## config.mk

```make
export PLATFORM = sky130hd
export DESIGN_NAME = d_seq
export DESIGN_NICKNAME = d
export VERILOG_FILES = /design/src/rtl/d_seq.sv
export SDC_FILE = /design/constraint.sdc
export NUM_CORES = 1
export LEC_CHECK = 0
export ABC_CLOCK_PERIOD_IN_PS = 2100
export CAP_MARGIN = 15
export CORE_ASPECT_RATIO = 1.2
export CORE_MARGIN = 5
export CORE_UTILIZATION = 30
export DETAILED_ROUTE_END_ITERATION = 6
export GPL_TIMING_DRIVEN = 0
export HOLD_SLACK_MARGIN = 0.1
export PLACE_DENSITY = 0.58
export SYNTH_ARGS = -nofsm -noshare
export SYNTH_HDL_FRONTEND = slang
export SYNTH_SLANG_ARGS = --single-unit
```

## constraint.sdc

```tcl
create_clock -name iclk -period 2.1 [get_ports iclk]
set_input_delay 0.42 -clock iclk [delete_from_list [all_inputs] [get_ports iclk]]
set_output_delay 0.42 -clock iclk [all_outputs]
set_load 0.03 [all_outputs]
```

## src/rtl/d_seq.sv

```systemverilog
// SD data-write sequencer: receives 8 blocks, runs the cipher engine, then sends
// them back block by block, checking the CRC-status token and card busy for each.
module d_seq #(
  parameter int STATUS_TO = 255,
  parameter int BUSY_TO   = 65535
) (
  input  logic       iclk,
  input  logic       irst,
  input  logic       istart,
  input  logic       iabort,
  input  logic       idat0,
  output logic       od_start,
  output logic       od_rst,
  input  logic       id_read_done,
  input  logic       id_write_done,
  input  logic       id_check_status,
  output logic       oproc_start,
  input  logic       iproc_done,
  output logic       obusy,
  output logic       odone,
  output logic       oerror,
  output logic [1:0] oerr_code
);

  localparam int CW = $clog2(BUSY_TO + 1);
  localparam logic [CW-1:0] STAT_LIM = CW'(STATUS_TO - 1);
  localparam logic [CW-1:0] BUSY_LIM = CW'(BUSY_TO - 1);

  typedef enum logic [2:0] {
    IDLE, RCV, PROC, SEND, STAT_WAIT, STAT_BITS, BUSY_WAIT, FINISH
  } state_t;

  state_t        state, nxt_state;
  logic [CW-1:0] cnt;
  logic [2:0]    blk;
  logic [2:0]    tok;
  logic          abort_hit;
  logic          err_set;
  logic [1:0]    err_code_nxt;
  logic          od_start_d, oproc_start_d, od_rst_d, odone_d;

  function automatic logic [CW-1:0] sat_inc(input logic [CW-1:0] v);
    return (v == {CW{1'b1}}) ? v : v + CW'(1);
  endfunction

  assign abort_hit = iabort && (state != IDLE);
  assign obusy     = (state != IDLE);

  always_ff @(posedge iclk or posedge irst) begin
    if (irst) state <= IDLE;
    else      state <= nxt_state;
  end

  always_comb begin
    nxt_state    = state;
    err_set      = 1'b0;
    err_code_nxt = 2'b00;
    case (state)
      IDLE:      if (istart) nxt_state = RCV;
      RCV: begin
        if (id_read_done) nxt_state = PROC;
        // the driver's write_done is still stale for the first two cycles
        else if (id_write_done && cnt >= CW'(2)) begin
          err_set = 1'b1; err_code_nxt = 2'b01;
        end
      end
      PROC:      if (iproc_done) nxt_state = SEND;
      SEND:      if (id_check_status) nxt_state = STAT_WAIT;
      STAT_WAIT: begin
        if (!idat0) nxt_state = STAT_BITS;
        else if (cnt >= STAT_LIM) begin err_set = 1'b1; err_code_nxt = 2'b11; end
      end
      STAT_BITS: begin
        // 3 token bits, end bit, then 2 turnaround cycles
        if (cnt == CW'(5)) begin
          if (tok == 3'b010) nxt_state = BUSY_WAIT;
          else begin err_set = 1'b1; err_code_nxt = 2'b10; end
        end
      end
      BUSY_WAIT: begin
        if (idat0) nxt_state = (blk == 3'd7) ? FINISH : SEND;
        else if (cnt >= BUSY_LIM) begin err_set = 1'b1; err_code_nxt = 2'b11; end
      end
      FINISH: begin
        if (id_write_done) nxt_state = IDLE;
        else if (cnt >= STAT_LIM) begin err_set = 1'b1; err_code_nxt = 2'b11; end
      end
      default:   nxt_state = IDLE;
    endcase
    if (err_set) nxt_state = IDLE;
    if (abort_hit) begin
      nxt_state = IDLE;
      err_set   = 1'b0;
    end
  end

  always_comb begin
    od_start_d    = (state == IDLE && nxt_state == RCV) ||
                    (state == PROC && nxt_state == SEND) ||
                    (state == BUSY_WAIT && (nxt_state == SEND || nxt_state == FINISH));
    oproc_start_d = (state == RCV && nxt_state == PROC);
    od_rst_d      = abort_hit || err_set;
    odone_d       = (state == FINISH) && (nxt_state == IDLE) && !od_rst_d;
  end

  always_ff @(posedge iclk or posedge irst) begin
    if (irst) begin
      od_start    <= 1'b0;
      oproc_start <= 1'b0;
      od_rst      <= 1'b0;
      odone       <= 1'b0;
      oerror      <= 1'b0;
      oerr_code   <= 2'b00;
      blk         <= 3'd0;
      cnt         <= '0;
      tok         <= 3'b000;
    end else begin
      od_start    <= od_start_d;
      oproc_start <= oproc_start_d;
      od_rst      <= od_rst_d;
      odone       <= odone_d;
      if (state == IDLE && nxt_state == RCV) begin
        oerror    <= 1'b0;
        oerr_code <= 2'b00;
        blk       <= 3'd0;
      end else if (err_set) begin
        oerror    <= 1'b1;
        oerr_code <= err_code_nxt;
      end
      if (state == BUSY_WAIT && (nxt_state == SEND || nxt_state == FINISH))
        blk <= blk + 3'd1;
      cnt <= (nxt_state != state) ? '0 : sat_inc(cnt);
      if (state == STAT_BITS && cnt < CW'(3))
        tok <= {tok[1:0], idat0};
    end
  end

endmodule

```

==> summary.md <==
| Metric | Value |
|---|---|
| Critical Path Source Type | flip-flop |
| Slew at the pin closest to its max-slew limit | 0.773 ns |
| Cell taking the most area after synthesis | dfrtp_1 |
| Insertion delay of the later-clocked pin in the worst-skew pair | 0.29 ns |
| Via count of the first global-routing pass | 1,811 |
| DRC violation count after routing | 0 |
| IO Port Bufs | 16 |
| Sequential area share after synthesis | 38.1% |
| Type of the worst min-delay path | flip-flop to flip-flop |
| Final setup violation count | 24 |
| Diode insertion count for antenna repair | 0 |
| Post-CTS Hold Fix Bufs | 0 |
| Cell area after synthesis | 2100 sq um |
| Max Fanout on Critical Path | 5 |
| Share of the synthesized area in the top cell type | 38.1% |
| Total wire length after detailed routing | 5270 um |
| HPWL after detailed placement | 3590 um |
| Switching power | 1.44 mW |
| Max-cap violation count | 0 |
| Worst hold path startpoint | blk[0] |
| Max Buffers Root-to-Sink | 2 |
| Destination of the worst register-to-register timing path | cnt[12] |
| Number of CTS-inserted buffers | 5 |
| Most used cells in the layout excluding fill and tap cells | 26 x dfrtp_1, 24 x nand2_1, 23 x buf_4, 15 x nor2_1, 15 x clkdlybuf4s50_1 |
| LEAKAGE | 1.16 nW |
| Average size of a mapped cell | 10.0 sq um |
| Share of power burned in registers | 25.5% |
| Element type at the critical path end | flip-flop |
| Slew HR | 48.4% |
| Chip Width | 86.4 um |
| Data arrival, critical path | 2.61 ns |
| Ys Warns | 0 |
| Ratio of routed vias to standard cells | 5.15 |
| GP Congestion | 0.866 |
| Share of cells above drive strength 1 | 36.4% |
| Required time at the worst-slack endpoint | 2.28 ns |
| Detailed-route via count | 1,791 |
| Total Power Consumption | 3.24 mW |
| Time the final worst path needs with I/O delays and setup | 2.43 ns |
| Share of power burned in combinational logic | 59.2% |
| Final standard cell area without fillers | 2960 sq um |
| CTS Root Cell | clkbuf_8 |
| Switching power as a share of total power | 44.5% |
| Die Outline Area | 8780 sq um |
| Accumulated negative setup slack | -5.41 ns |
| Number of storage elements in the synthesis netlist | 32 |
| Core Box Area | 6810 sq um |
| Number of DRC markers in iteration 0 | 81 |
| H-tree depth | 2 |
| Site Rows | 33 |
| Slack of the critical path | -0.328 ns |
| Part of the cycle the worst path needs | 116% |
| Ys flop type | dfrtp_1 |
| FF-to-FF Start | cnt[11] |
| Residual antenna-violating net count after detailed routing | 0 |
| Total power density per cell area | 1100 nW/um^2 |
| Cell area after placement | 2380 sq um |
| Number of different library cells in the post-synthesis netlist | 52 |
| Number of max-slew violations in the final report | 0 |
| Number of antenna violations at the first check in global routing | 0 |
| Maximum vdd drop | 0.477 mV |
| Total routing resource utilization after global routing | 12.8% |
| Flop2flop setup slack | -0.33 ns |
| First-pass GRT wire length | 8850 um |
| Final core utilization | 43.4% |
| Cells on worst reg2reg path | 9 |
| Area added between synthesis and finish | 40.8% |
| CTS tree | done |
| Die span in y | 102 um |
| Class of the most critical setup path | flip-flop to flip-flop |
| Internal | 1.80 mW |
| Setup skew after layout | 0.00452 ns |
| Number of standard cells after synthesis | 209 |
| Average detailed-routed wire length per instance | 15.1 um |
| Sum of overflow across all layers after global routing | 0 |
| Max Freq | 412 MHz |
| Terminating pin of the worst hold path | blk[0] |
| Failing checks | negative setup slack |
| Pin count of the biggest net entering global routing | 20 |
| Mapped Nets | 223 |
| Initial Utilization | 30.8% |
| Number of enable-type register cells in the synthesized netlist | 0 |
| CTS sink cnt | 32 |
| Unrepaired setup endpoints after global routing | true |
| Clock transition at the registers of the reported paths | 0.07 ns |
| Number of cells traversed by the worst hold path | 1 |
| Number of optimization iterations in the first detailed-route pass | 4 |
| I/O pin cnt | 17 |
| Most area-consuming cells after synthesis | dfrtp_1 38%, nor4_2 7.7%, xnor2_1 4.6% |
| Final net count | 274 |
| Most frequent standard cell in the layout excluding fill and tap cells | dfrtp_1 |
| Status | complete, but fails checks |
| Share of power burned in the clock network | 15.3% |
| Final hold viol count | 0 |
| Share of flip-flops with an asynchronous set or reset | 100% |
==> Yosys cell counts (2+ instances only) <==
master    instances
nand2_1          25
and4_1            2
mux2_2            5
o21ai_0           8
buf_6             3
nand2b_1          3
clkbuf_1          4
nor2b_1           7
a22oi_1           2
nor4_1            8
xor2_1            2
or3_1             2
ha_1              5
nor3_1            8
nand4_1           4
a21oi_1           2
xnor2_1          11
nand4_2           2
dfrtp_1          32
nand3b_1          2
nor2_1           17
mux2i_1           4
nor4_2           13
inv_1             7
nand3_1           3
o21a_1            2
==> flip-flops by register name, indices dropped and copies added (netlist names) <==
name	cells
oerror	1
state	3
cnt	16
odone	1
oerr_code	2
blk	3
od_rst	1
od_start	1
tok	3
oproc_start	1
==> through the flow <==
stage / hold WS (ns) / worst slack [ns] / std cells
floorplan: 0.455 / -0.165 / 209
global placement: 0.478 / -0.678 / 312
finish: 0.489 / -0.328 / 348
CTS: 0.488 / -0.383 / 342
detailed placement: 0.479 / -0.720 / 313
global route: 0.496 / -0.452 / 348
==> power by group through the flow <==
stage / Clock, mW / Sequential [mW] / Combinational [mW]
2_1_floorplan: 0 / 0.852 / 0.990
3_3_place_gp: 0 / 0.799 / 1.39
3_5_place_dp: 0 / 0.800 / 1.39
4_1_cts: 0.508 / 0.790 / 1.77
5_1_grt: 0.537 / 0.843 / 2.06
6_report: 0.497 / 0.826 / 1.92
==> repair_timing <==
| action | in CTS | in global routing |
|---|---|---|
| buffers inserted | 20 | 8 |
| setup endpoints to repair | 33 | 32 |
| cloned | 1 | 0 |
| pin swaps | 14 | 10 |
| gates resized for setup | 33 | 25 |
| endpoints found under the hold margin | 0 | 0 |
==> worst max-delay path, cell delays in order (launching register included) <==
cell and delay [ns]:
dfrtp_2 0.44, nand4_4 0.12, or3_4 0.40, or4_4 0.53, nand3_4 0.14, buf_6 0.11, nor4_4 0.04, buf_4 0.16
buf_8 0.14, nor4_2 0.25
==> logic make-up (layout without fill, tap and decap cells) <==
group,Yosys count,after routing,share of synthesized area [%]
xor gates and xnor gates,13,13,5.42
and+or+nand+nor,105,105,32.6
AOI/OAI and AO/OA,28,28,11.6
buffers and inverters,17,69,4.71
adders and majority gates,5,5,2.98
DFF,32,32,38.1
muxes,9,9,4.59
==> area by class of cell <==
type                    count  area, sq um
clock buffers               6         82.6
clock inverters             2         10.0
multi-input cells         160         1420
well taps                  87          109
flip-flops and latches     32          808
repair buffers             46          414
plain buffers               8         82.6
inverters                   7         26.3
fillers                   652         3860
==> per-layer routing <==
| metal | part of all wire (%) | GRT usage, % |
|---|---|---|
| met3 | 3.9 | 2.85 |
| met5 | 0 | 0 |
| met4 | 2.6 | 5.04 |
| met1 | 39 | 14.2 |
| met2 | 54 | 23.5 |
==> how the worst max path moves through the flow <==
stage	from	endpoint	depth (start not counted)
2_1_floorplan	cnt[10]	cnt[0]	7
3_3_place_gp	idat0	cnt[1]	8
3_5_place_dp	idat0	cnt[12]	8
4_1_cts	cnt[12]	cnt[12]	7
5_1_grt	cnt[10]	cnt[12]	7
6_report	cnt[11]	cnt[12]	9
Note: power is estimated with default switching activity, not from simulation.
